==> src/rtl/split_bus_arbiter_pkg.sv <==
// Shared definitions for the split-transaction bus arbiter.
//   arb_state_t           : arbiter FSM state encoding
//   OWNER_INIT0/1         : initiator index values carried on split_owner
//   DEFAULT_GRANT_TIMEOUT : default watchdog limit in cycles (0 disables)
package bus_arb_pkg;

    typedef enum logic [1:0] {
        IDLE      = 2'd0,
        GNT0      = 2'd1,
        GNT1      = 2'd2,
        SPLIT_RET = 2'd3
    } arb_state_t;

    localparam logic OWNER_INIT0 = 1'b0;
    localparam logic OWNER_INIT1 = 1'b1;

    localparam int unsigned DEFAULT_GRANT_TIMEOUT = 32'd256;

endpackage

==> src/rtl/split_bus_arbiter_timer.sv <==
// Grant watchdog counter: clears on clr_i, counts while en_i, saturates at
// LIMIT. expired_o flags the cycle in which the current grant has been held
// for LIMIT cycles, so a grant is never high for more than LIMIT cycles.
// LIMIT = 0 disables the watchdog (expired_o stays low).
//   clk, rst_n : clock, asynchronous active-low reset
//   clr_i      : restart the count (held while the bus is idle)
//   en_i       : a grant is being held this cycle
//   expired_o  : the grant limit is reached this cycle
module arb_grant_timer #(
    parameter int unsigned LIMIT = 32'd256
) (
    input  logic clk,
    input  logic rst_n,
    input  logic clr_i,
    input  logic en_i,
    output logic expired_o
);

    localparam int unsigned CW = (LIMIT > 32'd0) ? $clog2(LIMIT + 32'd1) : 32'd1;
    localparam logic [CW-1:0] CNT_MAX  = CW'(LIMIT);
    localparam logic [CW-1:0] CNT_LAST = (LIMIT > 32'd0) ? CW'(LIMIT - 32'd1) : '0;

    logic [CW-1:0] cnt_q;
    logic [CW-1:0] cnt_d;

    // Next count: clear, saturating increment, or hold.
    always_comb begin
        cnt_d = cnt_q;
        if (clr_i) begin
            cnt_d = '0;
        end else if (en_i && (cnt_q != CNT_MAX)) begin
            cnt_d = cnt_q + CW'(1);
        end else begin
            cnt_d = cnt_q;
        end
    end

    // Count register.
    always_ff @(posedge clk or negedge rst_n) begin
        if (!rst_n) begin
            cnt_q <= '0;
        end else begin
            cnt_q <= cnt_d;
        end
    end

    // cnt_q counts completed cycles of the grant, so LIMIT-1 marks the last one.
    assign expired_o = (LIMIT != 32'd0) && en_i && (cnt_q >= CNT_LAST);

endmodule

==> src/rtl/split_bus_arbiter.sv <==
// Arbiter and split-transaction scheduler for the serial bus. Shares the bus
// between initiator 0, initiator 1 and the split target's return path.
// Initiators are granted round-robin; an initiator that receives a split
// acknowledge is parked until the split target returns its data.
//   GRANT_TIMEOUT            : max cycles a grant may be held (0 = no watchdog)
//   clk, rst_n               : bus clock, asynchronous active-low reset
//   init0_req, init1_req     : initiator requests (level)
//   split_req                : split target wants to return data (level)
//   split_ack                : split acknowledge pulse to the current owner
//   init0_grant, init1_grant : initiator grants
//   split_grant              : grant to the split return path
//   split_owner(_valid)      : parked initiator index and its valid flag
//   split_waiting_for_return : split parked, return not yet granted
//   backward_sel             : backward-path mux select
//   bus_busy                 : any grant high
//   timeout_err, split_err   : one-cycle error pulses
module split_bus_arbiter
    import bus_arb_pkg::*;
#(
    parameter int unsigned GRANT_TIMEOUT = DEFAULT_GRANT_TIMEOUT
) (
    input  logic clk,
    input  logic rst_n,
    input  logic init0_req,
    input  logic init1_req,
    input  logic split_req,
    input  logic split_ack,
    output logic init0_grant,
    output logic init1_grant,
    output logic split_grant,
    output logic split_owner,
    output logic split_owner_valid,
    output logic split_waiting_for_return,
    output logic backward_sel,
    output logic bus_busy,
    output logic timeout_err,
    output logic split_err
);

    arb_state_t state_q, state_d;
    logic       rr_last_q, rr_last_d;
    logic       owner_q, owner_d;
    logic       owner_valid_q, owner_valid_d;
    logic [1:0] mask_q, mask_d;
    logic       timeout_err_q, timeout_err_d;
    logic       split_err_q, split_err_d;

    logic       elig0_s;
    logic       elig1_s;
    logic       split_elig_s;
    logic       cur_idx_s;
    logic       cur_req_s;
    logic       expired_s;

    arb_grant_timer #(
        .LIMIT (GRANT_TIMEOUT)
    ) u_timer (
        .clk       (clk),
        .rst_n     (rst_n),
        .clr_i     (state_q == IDLE),
        .en_i      (state_q != IDLE),
        .expired_o (expired_s)
    );

    assign elig0_s = init0_req && !(owner_valid_q && (owner_q == OWNER_INIT0)) && !mask_q[0];
    assign elig1_s = init1_req && !(owner_valid_q && (owner_q == OWNER_INIT1)) && !mask_q[1];
    assign split_elig_s = split_req && owner_valid_q;

    // Index and request of the initiator holding the bus (meaningful in GNTx).
    assign cur_idx_s = (state_q == GNT1) ? OWNER_INIT1 : OWNER_INIT0;
    assign cur_req_s = (state_q == GNT1) ? init1_req : init0_req;

    // Next-state, round-robin pointer, split bookkeeping and error pulses.
    always_comb begin
        state_d       = state_q;
        rr_last_d     = rr_last_q;
        owner_d       = owner_q;
        owner_valid_d = owner_valid_q;
        // A timeout mask lasts only until the initiator drops its request.
        mask_d        = mask_q & {init1_req, init0_req};
        timeout_err_d = 1'b0;
        split_err_d   = 1'b0;
        case (state_q)
            IDLE: begin
                if (split_elig_s) begin
                    state_d = SPLIT_RET;
                end else if (elig0_s && (!elig1_s || (rr_last_q == OWNER_INIT1))) begin
                    state_d   = GNT0;
                    rr_last_d = OWNER_INIT0;
                end else if (elig1_s) begin
                    state_d   = GNT1;
                    rr_last_d = OWNER_INIT1;
                end else begin
                    state_d = IDLE;
                end
            end
            GNT0, GNT1: begin
                // A split wins over a coincident request drop.
                if (split_ack) begin
                    state_d = IDLE;
                    if (owner_valid_q) begin
                        split_err_d = 1'b1;
                    end else begin
                        owner_d       = cur_idx_s;
                        owner_valid_d = 1'b1;
                    end
                end else if (!cur_req_s) begin
                    state_d = IDLE;
                end else if (expired_s) begin
                    state_d           = IDLE;
                    mask_d[cur_idx_s] = 1'b1;
                    timeout_err_d     = 1'b1;
                end else begin
                    state_d = state_q;
                end
            end
            SPLIT_RET: begin
                // Either way the return is over and the parked owner is freed.
                if (!split_req || expired_s) begin
                    state_d       = IDLE;
                    owner_valid_d = 1'b0;
                    timeout_err_d = split_req;
                end else begin
                    state_d = SPLIT_RET;
                end
            end
            default: begin
                state_d = IDLE;
            end
        endcase
    end

    // State and bookkeeping registers.
    always_ff @(posedge clk or negedge rst_n) begin
        if (!rst_n) begin
            state_q       <= IDLE;
            rr_last_q     <= OWNER_INIT1;
            owner_q       <= OWNER_INIT0;
            owner_valid_q <= 1'b0;
            mask_q        <= 2'b00;
            timeout_err_q <= 1'b0;
            split_err_q   <= 1'b0;
        end else begin
            state_q       <= state_d;
            rr_last_q     <= rr_last_d;
            owner_q       <= owner_d;
            owner_valid_q <= owner_valid_d;
            mask_q        <= mask_d;
            timeout_err_q <= timeout_err_d;
            split_err_q   <= split_err_d;
        end
    end

    assign init0_grant              = (state_q == GNT0);
    assign init1_grant              = (state_q == GNT1);
    assign split_grant              = (state_q == SPLIT_RET);
    assign split_owner              = owner_q;
    assign split_owner_valid        = owner_valid_q;
    assign split_waiting_for_return = owner_valid_q && (state_q != SPLIT_RET);
    assign backward_sel             = (state_q == SPLIT_RET) ? owner_q : (state_q == GNT1);
    assign bus_busy                 = (state_q != IDLE);
    assign timeout_err              = timeout_err_q;
    assign split_err                = split_err_q;

endmodule

==> config.mk <==
export PLATFORM = sky130hd
export DESIGN_NAME = split_bus_arbiter
export DESIGN_NICKNAME = d
export VERILOG_FILES = /design/src/rtl/split_bus_arbiter_pkg.sv /design/src/rtl/split_bus_arbiter_timer.sv /design/src/rtl/split_bus_arbiter.sv
export SDC_FILE = /design/constraint.sdc
export NUM_CORES = 1
export LEC_CHECK = 0
export ABC_AREA = 1
export ABC_CLOCK_PERIOD_IN_PS = 5500
export BUFFER_PORTS_ARGS = -buffer_cell sky130_fd_sc_hd__buf_2
export CAP_MARGIN = 20
export CORE_AREA = 10 10 57 59
export CTS_BUF_LIST = sky130_fd_sc_hd__clkbuf_8
export DETAILED_ROUTE_END_ITERATION = 10
export DIE_AREA = 0 0 67 69
export PLACE_DENSITY_LB_ADDON = 0.3
export SYNTH_ARGS = -nofsm -noshare
export SYNTH_HDL_FRONTEND = slang
export SYNTH_HIERARCHICAL = 1
export SYNTH_SLANG_ARGS = --single-unit
==> constraint.sdc <==
create_clock -name clk -period 5.5 [get_ports clk]
set_input_delay 0.55 -clock clk [delete_from_list [all_inputs] [get_ports clk]]
set_output_delay 0.55 -clock clk [all_outputs]
set_load 0.005 [all_outputs]
==> summary.md <==
| Metric | Value |
|---|---|
| Top layer reached by signal wires | met4 |
| Async set-reset flop share out of synthesis | 100% |
| Final wirelength | approximately 2600 um |
| Critical Path Source | state_q[0] |
| Via count of the first global-routing pass | 1143 |
| Hold-fix buffer count after cts | 0 |
| Most common cell in the synthesized netlist | nand2_1 |
| Post-detailed-route wirelength per cell | 12.3 um |
| Power, Total | 572 uW |
| Root cell of the clock tree | clkbuf_8 |
| Area used by sequential logic in the layout | 452 sq um |
| # IOs | 16 |
| TNS Setup | 0 ps |
| Layout-stage area growth over the synthesis result | 13.5% |
| Post-detail-place hpwl | 2010 um |
| Area of combinational cells with multiple inputs | a little under 600 sq um |
| Post-route antenna net violation count | 0 |
| Clock network latency to the later pin of the worst-skew pair | about 250 ps |
| Peak VDD IR | 0.345 mV |
| Final-report hold violation count | 0 |
| Period utilization | 37.7% |
| Slew of the pin with the lowest slew margin | approximately 430 ps |
| Combined buffer and inverter count along the critical path | 3 |
| Most repeated library cell on the critical path | inv_1 |
| Number of antenna repair diodes | 0 |
| Clock-pin slew reported for the worst setup and hold paths after clock tree synthesis | 70 ps |
| Fraction of post-synthesis cell area in the top cell type by area | 37.0% |
| Total nets after synthesis | between 150 and 200 |
| Worst setup slack before clock tree synthesis | around 3600 ps |
| TritonCTS buffer count | 3 |
| Sum of overflow across all layers after global routing | 0 |
| Finish-stage setup viols | 0 |
| Largest clock skew in the final design | roughly 7 ps |
| Final worst path period need | 2070 ps |
| Routed via count divided by cell count | 5.15 |
| Die Span X | about 67 um |
| Synth cell types | 22 |
| Startpoint kind of the worst setup timing path | flip-flop |
| Number of H-tree levels | 1 |
| Normalized max-slew margin | a little under three quarters |
| Type of destination of the critical path | output port |
| Arr. time, crit path | around 1500 ps |
| Number of maximum-capacitance violations | 0 |
| Setup ws final | ~3400 ps |
| Global-route wire length before repair | around 4500 um |
| Floorplan row count | 17 |
| Prevailing post-synth register cell | dfrtp_1 |
| # DRC | 0 |
| Number of fill cells | between 200 and 250 |
| Starting Density | ~54% |
| Maximum number of pins on one net before global-route repair | 19 |
| Number of antenna violations at the first check in global routing | 0 |
| Sinks on the clock net | 18 |
| Total iterations of the first detailed-routing run | 5 |
| Cells along the critical path | inv_1, ha_1, inv_1, buf_2 |
| Count of flip-flops with a built-in enable after synthesis | 0 |
| Type of the worst setup path | flip-flop to output port |
| Postcts setup bufs | 0 |
| Status | completed |
| Buffer levels on the longest clock path | 2 |
| Detailed-route via count | 1082 |
| Met3 routed WL | roughly 160 um |
| Max Fclk | 482 MHz |
| WL met2 | around 1300 um |
| Number of nets at the end of the flow | a little under 200 |
| Power Dens Cells | between 400 and 500 mW/mm^2 |
| RSZ-0062 raised after global routing | no |
| P_leak | approximately 0.00074 uW |
| CP max stage cell | dfrtp_1 |
| Worst EP required | around 5000 ps |
| Yosys top cell by area | dfrtp_1 |
| Leading post-synthesis cells by cell area | dfrtp_1 (37%), nand2_1 (18%), ha_1 (7.6%) |
| TritonCTS clock tree | built |
| Critical R2R Launch | u_timer/cnt_q[3] |
| Share of post-route cells with drive strength above 1 | a little under a fifth |
| Chip height | 69 um |
| CP top delay family | buffers and inverters |
| PostCTS Resize Cnt | 0 |
| First-iteration detailed-routing DRC count | 41 |
| Slowest Stage Delay on Critical Path | 420 ps |
| Mean cell area of the mapped netlist | about 7 sq um |
| Leading post-synthesis cells by instance count | nand2_1 (55), inv_1 (21), nor2_1 (20) |
| Total standard cell area after synthesis | 0.00115 sq mm |
| Cells after synthesis | ~160 |
| Total routed wire length on the met1 layer | 1090 um |
| Total count of max-transition violations in the final report | 0 |
| Flip-flop and latch count after synthesis | 18 |
| Core region area | around 0.0021 sq mm |
| Sequential cell area fraction in the yosys report | roughly two fifths |
| Path category of the worst min-delay check | input port to async pin |
| Synth warnings | 6 |
| Die Area | around 0.0046 sq mm |
| Count of buffers from port buffering | 15 |
| Gp weighted congestion | 0.892 |
| Maximum fanout along the worst path | 8 |
| GRT Resource Usage Total | approximately an eighth |
[state kept, by name, summed over array words and instances, names as in the netlist]
register,flops
rr_last_q,1
mask_q,2
split_err,1
state_q,2
split_owner_valid,1
u_timer/cnt_q,9
timeout_err,1
split_owner,1
[power breakdown]
group | switching [uW] | internal [uW] | total, uW
clock | 42.8 | 49.5 | 92.3
sequential | 29.8 | 163 | 193
combinational | 186 | 100 | 286
[cell usage in the layout, fill, tap and decap left out]
| cell type | instances |
|---|---|
| nand4_1 | 2 |
| nand3_1 | 12 |
| xor2_1 | 1 |
| nor2_1 | 20 |
| o21ai_0 | 4 |
| buf_2 | 15 |
| ha_1 | 7 |
| nor2_2 | 2 |
| a21oi_2 | 1 |
| nor3_1 | 1 |
| o21ai_1 | 1 |
| clkbuf_8 | 3 |
| o22ai_1 | 1 |
| a21oi_1 | 5 |
| dfrtp_1 | 17 |
| dfstp_2 | 1 |
| o21ai_2 | 1 |
| clkinv_1 | 1 |
| inv_2 | 6 |
| nor2_8 | 1 |
| nor2_4 | 2 |
| nand3_2 | 1 |
| inv_1 | 22 |
| nand2_1 | 55 |
[through the flow]
| stage | hold WS, ps | cell area, sq um | util (%) | cells |
|---|---|---|---|---|
| after floorplan | 254 | 1150 | - | 163 |
| after global placement | 492 | 1260 | 58.7 | 206 |
| after detailed placement | 510 | 1260 | 58.7 | 206 |
| after CTS | 234 | 1310 | 60.8 | 210 |
| after global routing | 239 | 1310 | 60.8 | 210 |
| final | 230 | 1310 | 60.8 | 210 |
[per-layer routing]
metal,vias up,GRT usage (%)
met5,-,0
met4,0,7.01
met3,11,3.54
met2,42,19.2
met1,491,12.7
li1,538,-
[cells by family after synthesis]
kind of cell	synth area share, %
simple gates	36.8
buf+inv	9.13
flops	39.2
compound gates	6.41
fa+ha+maj	7.61
xor+xnor	0.761
[final timing paths]
check                                    end  slack (ps)  cells after the start
max                                 bus_busy        3430                      4
min                        split_owner_valid         230                      1
max reg2reg                       state_q[1]        3540                     14
min reg2reg                        mask_q[1]         530                      2
max in group asynchronous          rr_last_q        4930                      1
min in group clk                   mask_q[1]         530                      2
[final cells by class]
| cell class | instances | share of cell area (%) |
|---|---|---|
| Tap cell | 28 | 2.68 |
| Sequential cell | 18 | 34.6 |
| Multi-Input combinational cell | 117 | 45.5 |
| Inverter | 28 | 8.05 |
| Clock buffer | 3 | 3.16 |
| Clock inverter | 1 | 0.287 |
| Timing Repair Buffer | 15 | 5.75 |
Power figures use the tool's default switching activity.
